File: src/rtl/oflow_core_define.sv
// Shared oflow core definitions: frame scheduler state type and core-wide sizing constants.
package oflow_core_define;

    localparam int unsigned PE_NUM                = 8;
    localparam int unsigned SET_LEN               = 4;
    localparam int unsigned TOTAL_FRAME_NUM_WIDTH = 8;

    typedef enum logic [2:0] {
        IDLE,
        FE_START,
        FE_WAIT,
        REG_START,
        REG_WAIT,
        DONE
    } frame_state_e;

endpackage

File: src/rtl/oflow_frame_counter.sv
// Frame counter for the oflow core. Zero marks the first frame, so the wrap skips zero.
module oflow_frame_counter #(
    parameter int unsigned TOTAL_FRAME_NUM_WIDTH = oflow_core_define::TOTAL_FRAME_NUM_WIDTH
) (
    input  logic                             clk,
    input  logic                             reset_N,
    input  logic                             inc_en,
    output logic [TOTAL_FRAME_NUM_WIDTH-1:0] frame_num
);

    logic [TOTAL_FRAME_NUM_WIDTH-1:0] cnt_q, cnt_d;

    always_comb begin
        cnt_d = cnt_q;
        if (inc_en) begin
            // All-ones wraps to 1 so registration never re-enters first-frame mode.
            if (cnt_q == '1) begin
                cnt_d = TOTAL_FRAME_NUM_WIDTH'(1);
            end else begin
                cnt_d = cnt_q + TOTAL_FRAME_NUM_WIDTH'(1);
            end
        end
    end

    always_ff @(posedge clk or negedge reset_N) begin
        if (!reset_N) begin
            cnt_q <= '0;
        end else begin
            cnt_q <= cnt_d;
        end
    end

    assign frame_num = cnt_q;

endmodule

File: src/rtl/oflow_frame_scheduler.sv
// Frame-level controller: per-set feature extraction, one registration pass, frame counting.
// Optional watchdog with sticky wd_error when OFLOW_FRAME_SCHED_WATCHDOG_EN is defined.
module oflow_frame_scheduler #(
    parameter int unsigned PE_NUM                = oflow_core_define::PE_NUM,
    parameter int unsigned OBJ_LEN               = 7,
    parameter int unsigned SET_LEN               = oflow_core_define::SET_LEN,
`ifdef OFLOW_FRAME_SCHED_WATCHDOG_EN
    parameter int unsigned WD_LEN                = 12,
`endif
    parameter int unsigned TOTAL_FRAME_NUM_WIDTH = oflow_core_define::TOTAL_FRAME_NUM_WIDTH
) (
    input  logic                             clk,
    input  logic                             reset_N,
    input  logic                             start_frame,
    input  logic [OBJ_LEN-1:0]               num_of_objects,
    input  logic                             done_fe,
    input  logic                             done_registration,
    output logic                             start_fe,
    output logic [SET_LEN-1:0]               fe_set_sel,
    output logic                             start_registration,
    output logic [SET_LEN-1:0]               num_of_sets,
    output logic [TOTAL_FRAME_NUM_WIDTH-1:0] frame_num,
    output logic                             busy,
    output logic                             done_frame
`ifdef OFLOW_FRAME_SCHED_WATCHDOG_EN
    ,
    output logic                             wd_error
`endif
);

    import oflow_core_define::*;

    localparam int unsigned PeShift = $clog2(PE_NUM);

    frame_state_e       state_q, state_d;
    logic [SET_LEN-1:0] set_cnt_q, set_cnt_d;
    logic [SET_LEN-1:0] num_sets_q, num_sets_d;
    logic [OBJ_LEN:0]   obj_round;
    logic [SET_LEN-1:0] sets_calc;
    logic               frame_inc;

    // One extra bit keeps the round-up sum from overflowing.
    assign obj_round = {1'b0, num_of_objects} + (OBJ_LEN+1)'(PE_NUM - 1);
    assign sets_calc = SET_LEN'(obj_round >> PeShift);

`ifdef OFLOW_FRAME_SCHED_WATCHDOG_EN
    logic [WD_LEN-1:0] wd_cnt_q, wd_cnt_d;
    logic              wd_err_q, wd_err_d;
    logic              waiting;

    assign waiting = (state_q == FE_WAIT) || (state_q == REG_WAIT);
`endif

    always_comb begin
        state_d    = state_q;
        set_cnt_d  = set_cnt_q;
        num_sets_d = num_sets_q;
        frame_inc  = 1'b0;

        unique case (state_q)
            IDLE: begin
                if (start_frame) begin
                    num_sets_d = sets_calc;
                    set_cnt_d  = '0;
                    state_d    = (sets_calc != '0) ? FE_START : DONE;
                end
            end
            FE_START: state_d = FE_WAIT;
            FE_WAIT: begin
                if (done_fe) begin
                    if (set_cnt_q == num_sets_q - SET_LEN'(1)) begin
                        state_d = REG_START;
                    end else begin
                        set_cnt_d = set_cnt_q + SET_LEN'(1);
                        state_d   = FE_START;
                    end
                end
            end
            REG_START: state_d = REG_WAIT;
            REG_WAIT: begin
                if (done_registration) begin
                    state_d = DONE;
                end
            end
            DONE: begin
                frame_inc = 1'b1;
                state_d   = IDLE;
            end
            default: state_d = IDLE;
        endcase

`ifdef OFLOW_FRAME_SCHED_WATCHDOG_EN
        wd_err_d = wd_err_q;
        // A done pulse arriving on the timeout cycle still wins.
        if (waiting && (state_d == state_q) && (wd_cnt_q == '1)) begin
            state_d  = IDLE;
            wd_err_d = 1'b1;
        end

        if (state_d != state_q) begin
            wd_cnt_d = '0;
        end else if (waiting) begin
            wd_cnt_d = wd_cnt_q + WD_LEN'(1);
        end else begin
            wd_cnt_d = wd_cnt_q;
        end
`endif
    end

    always_ff @(posedge clk or negedge reset_N) begin
        if (!reset_N) begin
            state_q    <= IDLE;
            set_cnt_q  <= '0;
            num_sets_q <= '0;
        end else begin
            state_q    <= state_d;
            set_cnt_q  <= set_cnt_d;
            num_sets_q <= num_sets_d;
        end
    end

`ifdef OFLOW_FRAME_SCHED_WATCHDOG_EN
    always_ff @(posedge clk or negedge reset_N) begin
        if (!reset_N) begin
            wd_cnt_q <= '0;
            wd_err_q <= 1'b0;
        end else begin
            wd_cnt_q <= wd_cnt_d;
            wd_err_q <= wd_err_d;
        end
    end

    assign wd_error = wd_err_q;
`endif

    oflow_frame_counter #(
        .TOTAL_FRAME_NUM_WIDTH(TOTAL_FRAME_NUM_WIDTH)
    ) u_frame_counter (
        .clk      (clk),
        .reset_N  (reset_N),
        .inc_en   (frame_inc),
        .frame_num(frame_num)
    );

    assign start_fe           = (state_q == FE_START);
    assign start_registration = (state_q == REG_START);
    assign done_frame         = (state_q == DONE);
    assign busy               = (state_q != IDLE);
    assign fe_set_sel         = set_cnt_q;
    assign num_of_sets        = num_sets_q;

endmodule
File: config.mk
export PLATFORM = sky130hd
export DESIGN_NAME = oflow_frame_scheduler
export DESIGN_NICKNAME = d
export VERILOG_FILES = /design/src/rtl/oflow_core_define.sv /design/src/rtl/oflow_frame_counter.sv /design/src/rtl/oflow_frame_scheduler.sv
export SDC_FILE = /design/constraint.sdc
export NUM_CORES = 1
export LEC_CHECK = 0
export CORE_MARGIN = 4
export CORE_UTILIZATION = 25
export DETAILED_ROUTE_END_ITERATION = 6
export GPL_ROUTABILITY_DRIVEN = 0
export SYNTH_ARGS = -nofsm -noshare
export SYNTH_HDL_FRONTEND = slang
export SYNTH_SLANG_ARGS = --single-unit
File: constraint.sdc
create_clock -name clk -period 1.8 [get_ports clk]
set_input_delay 0.18 -clock clk [delete_from_list [all_inputs] [get_ports clk]]
set_output_delay 0.18 -clock clk [all_outputs]
set_load 0.02 [all_outputs]
==> flow_metrics.py <==
metrics = {
    "sta": {
        "tightest_slew_ns": 0.396,
        "hold_ws_ns": 0.256,
        "min_period_ns": 1.72,
        "maxSlewViolCount": 0,
        "setup_viol": 0,
        "hold_viol_final": 0,
        "relSlewSlack_pct": 73.4,
        "setup_tns_ns": 0,
        "finalCritPeriodShare_pct": 95.4,
        "finalClockSkew_ns": 0.000985,
        "fmax_mhz": 582,
    },
    "pwr": {
        "sw_frac_of_total_pct": 41.8,
        "p_clk_share_pct": 11.9,
        "p_sw_uw": 1040,
        "p_per_area_nw_per_um2": 1400,
        "pwr-share-seq_pct": 28.6,
        "total_power_uw": 2480,
        "ir_drop_v": 0.000455,
        "combPwrFrac_pct": 59.4,
        "p_int_uw": 1440,
        "leakage_uw": 0.000744,
    },
    "clock_network": {
        "numCtsBuffers": 3,
        "clock_latency_ns": 0.25,
        "cts_root_buf": "clkbuf_8",
        "clock_path_buffers": 2,
        "htree_levels": 1,
        "cts_tree": "yes",
        "ctsHoldBuffers": 0,
        "cts.reportedPaths.clkPinSlew_ns": 0.07,
        "cts.sinks": 19,
    },
    "worst_setup_path": {
        "required_ns": 1.94,
        "start_kind": "register",
        "endpoint_kind": "register",
        "critPathKind": "reg -> reg",
        "worstPathArrival_ns": 1.85,
        "crit_fanout": 6,
    },
    "logic_synthesis": {
        "syn_area_sq_um": 1180,
        "async_reset_ff_share_pct": 100,
        "yosys.area_share.simple_pct": 20.3,
        "yosysWarnings": 0,
        "synth_mux_area_share_pct": 2.75,
        "synth.ff_latch_count": 19,
        "synthAdderAreaFrac_pct": 3.17,
        "synth_flop_cell": "dfrtp_1",
        "synth_nets": 139,
        "syn_area_per_cell_sq_um": 9.56,
        "synth_top_family_by_area": "simple AND/OR/NAND/NOR gates",
        "seq_area_frac_synth_pct": 40.1,
        "syn_inst": 124,
        "synth_compound_area_share_pct": 15.8,
        "synth-xor-area-share_pct": 12.4,
        "synth_edf_count": 0,
        "yosysUniqueCellTypes": 42,
    },
    "route": {
        "num_vias": 1105,
        "drtIter0Drc": 30,
        "via_per_inst": 4.93,
        "firstDrtPassIters": 4,
        "wire_per_inst_microns": 13.7,
        "ant_nets": 0,
        "drc": 0,
        "wirelength_microns": 3060,
    },
    "cells_and_area": {
        "area_growth_pct": 49.1,
        "final_cells": 224,
        "nets": 188,
        "n_fill_cell": 422,
        "diodes": 0,
        "layout-drive-gt1-share_pct": 22.7,
        "final_area_sq_um": 1770,
    },
    "global_routing": {
        "grt_max_degree": 20,
        "antenna_found_initial": 0,
        "first_global_vias": 1079,
        "grt_overflow": 0,
        "track_usage_pct": 10.8,
        "grt_pass1_wl_microns": 5110,
    },
    "worst_hold_path": {
        "min_path_type": "in -> async",
    },
    "floorplan": {
        "die-area_sq_um": 5910,
        "die_w_microns": 76.8,
        "num_rows": 24,
        "core_sq_um": 4470,
        "ioPinCount": 32,
        "die_h_microns": 76.8,
        "initial_core_util_pct": 26.5,
    },
    "place": {
        "numPortBuffers": 31,
        "post-place-cells": 213,
        "post_dp_cell_area_sq_um": 1620,
        "dpl.hpwl_microns": 2350,
    },
    "flow_run": {
        "drv_cap": 0,
    },
    "status": {
        "outcome": "complete, no violations",
    },
}
## registers in the layout, indices dropped and copies added, names as in the netlist
register,count
num_of_sets,4
u_frame_counter.frame_num,8
state_q,3
fe_set_sel,4
## metal layers
metal	track usage (%)	part of all wire, %
met1	12.6	44
met2	18.6	49
met3	2.34	4.1
met4	4.89	2.4
met5	0	0
## stage by stage
step	setup WS [ns]	util [%]
3_3_place_gp	0.0619	36.1
4_1_cts	0.00177	37.9
3_5_place_dp	-0.0198	36.1
5_1_grt	-0.0161	39.5
6_report	0.0831	39.5
2_1_floorplan	0.00738	-
## power groups by stage
stage	logic, uW	registers (uW)	clock network [uW]
floorplan	732	745	0
finish	1470	710	296
global placement	1190	698	0
CTS	1290	700	305
detailed placement	1230	705	0
global route	1610	733	320
## synthesized netlist by cell type (2+ instances only)
cell / number / area (sq um)
a2111oi_0: 3 / 26.3
a211o_1: 2 / 17.5
a211oi_1: 3 / 22.5
a21oi_1: 3 / 15.0
buf_6: 2 / 22.5
clkbuf_1: 2 / 7.51
dfrtp_1: 19 / 475
ha_1: 3 / 37.5
inv_1: 6 / 22.5
inv_2: 2 / 7.51
nand2_1: 10 / 37.5
nand3_1: 4 / 20.0
nand4_1: 5 / 31.3
nor2_1: 10 / 37.5
nor3_1: 2 / 10.0
nor4_1: 2 / 12.5
o21ai_0: 4 / 20.0
o21ai_1: 4 / 20.0
or2_1: 2 / 12.5
or3_4: 2 / 22.5
xnor2_1: 8 / 70.1
xor2_1: 6 / 52.6
## cells by family (layout without fill, tap and decap cells)
group,after synthesis,in the layout
simple gates,44,44
compound gates,27,27
flops,19,19
xor+xnor,15,15
buf+inv,13,61
fa+ha+maj,3,3
mux,3,3
## path summary, 6_finish.rpt
check                                        startpoint                           end  slack, ns  cells after the start
max                                      num_of_sets[0]                 fe_set_sel[1]       0.08                      6
min                                             reset_N  u_frame_counter.frame_num[7]       0.26                      2
max reg2reg                              num_of_sets[0]                 fe_set_sel[1]       0.08                      6
min reg2reg                u_frame_counter.frame_num[7]  u_frame_counter.frame_num[7]       0.51                      1
max in group asynchronous                       reset_N                num_of_sets[0]       1.32                      2
min in group clk           u_frame_counter.frame_num[7]  u_frame_counter.frame_num[7]       0.51                      1
## cell usage in the layout, fill, tap and decap left out, types with 2 or more instances in the layout
master	n
clkdlybuf4s50_1	27
buf_4	18
dfrtp_1	16
nor2_1	10
nand2_1	10
xor2_1	6
xnor2_1	6
nand4_1	5
inv_2	4
inv_1	4
o21ai_0	4
o21ai_1	4
nand3_1	4
a21oi_1	3
a211oi_1	3
clkbuf_8	3
dfrtp_2	3
dlygate4sd2_1	3
or3_4	2
or2_1	2
a211o_1	2
nor4_1	2
ha_1	2
## cell type report
cell class,count,area [sq um],area share [%]
sequential,19,479,27.1
inverter,8,30.0,1.70
tap,52,65.1,3.68
clock inverter,1,5.00,0.283
timing repair buffer,49,444,25.1
clock buffer,3,41.3,2.34
multi-input combinational,92,702,39.7
## repair_timing
action	CTS	global route
resized for setup	7	10
buffers inserted	3	4
pin swaps	2	4
endpoints found under the setup margin	5	6
## worst max-delay path, stage by stage (launching register included)
cell and delay (ns):
dfrtp_2 0.41, inv_2 0.07, ha_4 0.21, xnor2_4 0.13
nor3_4 0.30, nand2_1 0.12, a221o_1 0.35
Power figures use the tool's default switching activity.
==> variant 1 (config.mk and constraints unchanged) <==
The option `OFLOW_FRAME_SCHED_WATCHDOG_EN` is turned on by a define.
--- a/src/rtl/oflow_frame_scheduler.sv
+++ b/src/rtl/oflow_frame_scheduler.sv
@@ -1,5 +1,7 @@
 // Frame-level controller: per-set feature extraction, one registration pass, frame counting.
 // Optional watchdog with sticky wd_error when OFLOW_FRAME_SCHED_WATCHDOG_EN is defined.
+`define OFLOW_FRAME_SCHED_WATCHDOG_EN
+
 module oflow_frame_scheduler #(
     parameter int unsigned PE_NUM                = oflow_core_define::PE_NUM,
     parameter int unsigned OBJ_LEN               = 7,
Formal check against the unedited RTL (old outputs only; new: wd_error): no difference found for any inputs over 10 cycles, from zero or initial values and one cycle with reset_N low; that may be too few to reach the edited logic, so the function may still have changed.
==> variant 1 against the unedited design <==
  * Setup slack worse by 0.31 ns
  * Sequential power rose by 42%
  * Synthesized area rose by 65%
  * Fmax shrank 15%
  * Combinational power grew 62%
  * Power rose by 67%
  * Via count increased by 58%
  * Clock skew up 0.0050 ns
  * Sequential cell count up 13
  * Hold slack better by 0.052 ns
  * The run now ends with negative setup slack left
  * Final area rose by 68%
  * Die area up 58%
  * Routed wire length rose by 55%
==> variant 1: results (changes against the unedited design) <==
- Multi-input gate count: 161 (+75%)
- Multiplexer share of the synthesized area: 1.60% (-1.1 points)
- Fin area: 2970 um^2 (+68%)
- WL met1: 2.19 mm (+61%)
- # fillers: 779 (+85%)
- Seq cells: 32 (+13)
- PnR worst setup slack: -0.230 ns (-0.313 ns)
- Failing checks: negative setup slack
- Largest net degree at the start of global routing: 33 (+65%)
- Hpwl dp: 3.53 mm (+50%)
- Met1 GRT Util: 14.0% (+1.4 points)
- Slew HR: 71.9% (-1.5 points)
- H-tree levels: 2 (+1)
- Slowest Stage Delay on Critical Path: 0.47 ns (+0.06 ns)
- Placed Cells: 378 (+77%)
- First-pass GRT wire length: 8.34 mm (+63%)
- Via count: 1748 (+58%)
- GRT met2 Usage: 19.0% (+0.32 points)
- Library cells used by synthesis: 47 (+12%)
- Critical path arrival: 2.21 ns (+0.36 ns)
- Max VDD drop: 0.000481 V (+5.6%)
- Post-DP Area: 2710 um^2 (+68%)
- Vias in the first global route: 1821 (+69%)
- Wire per inst: 12.3 um (-10%)
- Status: finished, violations left
- Top post-synthesis cells by count: 32 x dfrtp_1, 29 x nand2_1, 18 x xor2_1, 14 x nor2_1
- Grt met3 use: 2.63% (+0.29 points)
- WL final: 4.76 mm (+55%)
- Area of the multi-input gates: 1210 um^2 (+73%)
- Tot GR Track Use: 11.3% (+0.58 points)
- Layout clock buffer count: 7 (+4)
- R2r startpoint: state_q[2]$_DFF_PN0_
- Met2 routed WL: 2.31 mm (+54%)
- Share of cells above drive strength 1: 31.8% (+9.1 points)
- Power per standard cell area: 1400 nW/um^2 (-0.33%)
- Buffering overhead: 22.3% (-2.9 points)
- Synthesized-area fraction occupied by adder cells: 2.55% (-0.61 points)
- Skew final: 0.00594 ns (+0.00495 ns)
- Die X: 96.5 um (+26%)
- Nets: 301 (+60%)
- Switching part of the total: 41.2% (-0.59 points)
- Worst skew pair latency: 0.28 ns (+0.03 ns)
- Xor/xnor share of the synthesized area: 13.6% (+1.2 points)
- Post-synthesis compound-gate area fraction: 13.4% (-2.4 points)
- Initial DRC count: 79 (+160%)
- Clk network pwr share: 18.2% (+6.3 points)
- WL met3: 144 um (+15%)
- Register area: 806 um^2 (+68%)
- Final setup fails: 12 (+12)
[variant 1: changes by cell type in the layout (fill, tap and decap cells not counted), sizes merged, moves of 4 or more]
cell / unedited run / this run
nand3: 4 / 10
a21oi: 3 / 13
buf: 18 / 44
nand3b: 0 / 5
nor3: 3 / 7
clkbuf: 3 / 8
nand2: 10 / 29
nor2: 10 / 14
dfrtp: 19 / 32
xor2: 6 / 18
[variant 1: worst min path at each step]
stage                                                     to            startpoint  cells after the start  slack, ns
CTS                 u_frame_counter.frame_num[1]$_DFFE_PN0P_               reset_N                      2       0.32
global route                            wd_error$_DFFE_PN0P_               reset_N                      2       0.33
global placement                        wd_error$_DFFE_PN0P_  wd_error$_DFFE_PN0P_                      1       0.46
floorplan                          fe_set_sel[0]$_DFFE_PN0P_               reset_N                      0      -0.12
finish                            num_of_sets[0]$_DFFE_PN0P_               reset_N                      2       0.31
detailed placement                      wd_error$_DFFE_PN0P_  wd_error$_DFFE_PN0P_                      1       0.47
==> variant 2 (same settings) <==
Made on the original files. Add an input register stage for `start_frame`, `num_of_objects`, `done_fe` and `done_registration`, cleared by the reset; this delays them by one clock.
--- a/src/rtl/oflow_frame_scheduler.sv
+++ b/src/rtl/oflow_frame_scheduler.sv
@@ -32,6 +32,25 @@
 
     localparam int unsigned PeShift = $clog2(PE_NUM);
 
+    logic start_frame_q;
+    logic [OBJ_LEN-1:0] num_of_objects_q;
+    logic done_fe_q;
+    logic done_registration_q;
+
+    always_ff @(posedge clk or negedge reset_N) begin
+        if (!reset_N) begin
+            start_frame_q       <= '0;
+            num_of_objects_q    <= '0;
+            done_fe_q           <= '0;
+            done_registration_q <= '0;
+        end else begin
+            start_frame_q       <= start_frame;
+            num_of_objects_q    <= num_of_objects;
+            done_fe_q           <= done_fe;
+            done_registration_q <= done_registration;
+        end
+    end
+
     frame_state_e       state_q, state_d;
     logic [SET_LEN-1:0] set_cnt_q, set_cnt_d;
     logic [SET_LEN-1:0] num_sets_q, num_sets_d;
@@ -40,7 +59,7 @@
     logic               frame_inc;
 
     // One extra bit keeps the round-up sum from overflowing.
-    assign obj_round = {1'b0, num_of_objects} + (OBJ_LEN+1)'(PE_NUM - 1);
+    assign obj_round = {1'b0, num_of_objects_q} + (OBJ_LEN+1)'(PE_NUM - 1);
     assign sets_calc = SET_LEN'(obj_round >> PeShift);
 
 `ifdef OFLOW_FRAME_SCHED_WATCHDOG_EN
@@ -59,7 +78,7 @@
 
         unique case (state_q)
             IDLE: begin
-                if (start_frame) begin
+                if (start_frame_q) begin
                     num_sets_d = sets_calc;
                     set_cnt_d  = '0;
                     state_d    = (sets_calc != '0) ? FE_START : DONE;
@@ -67,7 +86,7 @@
             end
             FE_START: state_d = FE_WAIT;
             FE_WAIT: begin
-                if (done_fe) begin
+                if (done_fe_q) begin
                     if (set_cnt_q == num_sets_q - SET_LEN'(1)) begin
                         state_d = REG_START;
                     end else begin
@@ -78,7 +97,7 @@
             end
             REG_START: state_d = REG_WAIT;
             REG_WAIT: begin
-                if (done_registration) begin
+                if (done_registration_q) begin
                     state_d = DONE;
                 end
             end
Formal check against the unedited RTL: not equivalent (Yosys sat finds a counterexample within 4 cycles, from zero or initial values and one cycle with reset_N low).
==> variant 2 against the unedited design <==
  * Sequential cell count rose by 10
  * Setup slack worse by 0.059 ns
  * Die area grew 18%
  * Non-clock buffer count decreased by 4
  * Final area rose by 15%
  * Power rose by 24%
  * First-iteration DRC count up 50%
  * Routed wire length rose by 0.39%
  * Synthesized area rose by 20%
==> variant 2: results (changes against the unedited design) <==
- Placed Cells: 241 (+13%)
- Nets: 191 (+1.6%)
- Top post-synthesis cells by count: 29 x dfrtp_1, 12 x nand2_1, 8 x xnor2_1
- Hpwl dp: 2.24 mm (-5.0%)
- Tot GR Track Use: 9.36% (-1.4 points)
- Skew final: 0.00913 ns (+0.00815 ns)
- Slew HR: 74.9% (+1.5 points)
- Wire per inst: 12.3 um (-9.7%)
- Sequential power share: 31.9% (+3.3 points)
- Syn Nets: 144 (+3.6%)
- Switching power: 0.00112 W (+8.4%)
- Library cells used by synthesis: 40 (-4.8%)
- Largest net degree at the start of global routing: 30 (+50%)
- DR vias/cell: 4.41 (-11%)
- Status: completed
- Vias in the first global route: 1092 (+1.2%)
- First-pass GRT wire length: 5.18 mm (+1.5%)
- Fin area: 2030 um^2 (+15%)
- Worst skew pair latency: 0.27 ns (+0.02 ns)
- P_clk: 0.000643 W (+120%)
- Initial DRC count: 45 (+50%)
- WL final: 3.07 mm (+0.39%)
- Worst slack at placement: -0.00867 ns (+0.0111 ns)
- Critical path arrival: 1.93 ns (+0.08 ns)
- Largest cells by area after synthesis: dfrtp_1 51%, xnor2_1 4.9%, xor2_1 3.7%
- LEAKAGE: 0.881 nW (+18%)
- Share of cells above drive strength 1: 20.9% (-1.8 points)
- Register area share after synthesis: 51.2% (+11 points)
- Post-DP Area: 1920 um^2 (+19%)
- Overall power: 0.00306 W (+24%)
- Max VDD drop: 0.000526 V (+16%)
- CTS Buf Count: 5 (+2)
variant 2: worst paths after layout:
kind                                                               start                                  endpoint  slack, ns
worst min-delay path                                             reset_N             num_of_objects_q[5]$_DFF_PN0_       0.30
max in group asynchronous                                        reset_N                 fe_set_sel[2]$_DFFE_PN0P_       1.20
worst max register to register                num_of_sets[1]$_DFFE_PN0P_                 fe_set_sel[0]$_DFFE_PN0P_       0.02
min in group clk                                       num_of_objects[2]             num_of_objects_q[2]$_DFF_PN0_       0.34
worst min register to register  u_frame_counter.frame_num[4]$_DFFE_PN0P_  u_frame_counter.frame_num[4]$_DFFE_PN0P_       0.51
worst max-delay path                          num_of_sets[1]$_DFFE_PN0P_                 fe_set_sel[0]$_DFFE_PN0P_       0.02
variant 2: logic make-up after synthesis:
group,share of synthesized area (%)
mux,3.35
compound gates,8.47
fa+ha+maj,2.65
flops,51.2
xor+xnor,10.3
simple gates,20.8
buf+inv,3.18
variant 2: worst max-delay path: stages, from the launching register on:
cell     delay [ns]
dfrtp_2        0.41
inv_2          0.07
ha_4           0.12
xor3_1         0.25
nor4_4         0.39
a21oi_2        0.12
mux2_4         0.30
variant 2: area by class of cell:
type	count	area (um^2)
inverters	6	22.5
repair buffers	45	410
multi-input cells	89	672
clock inverters	2	35.0
clock buffers	6	72.6
fillers	542	3470
flip-flops and latches	29	731
well taps	72	90.1
variant 2: what timing repair did:
item | in CTS | in global routing
setup buffers | 0 | 0
resized for setup | 4 | 4
pin swaps | 2 | 1
endpoints found under the setup margin | 6 | 5
variant 2: metal layers:
layer	up-vias	part of all wire (%)	global-route usage, %
met2	29	44	14.4
met5	-	0	0
met3	2	6.3	3.57
li1	551	-	-
met1	517	50	12.1
met4	0	0.42	3.12
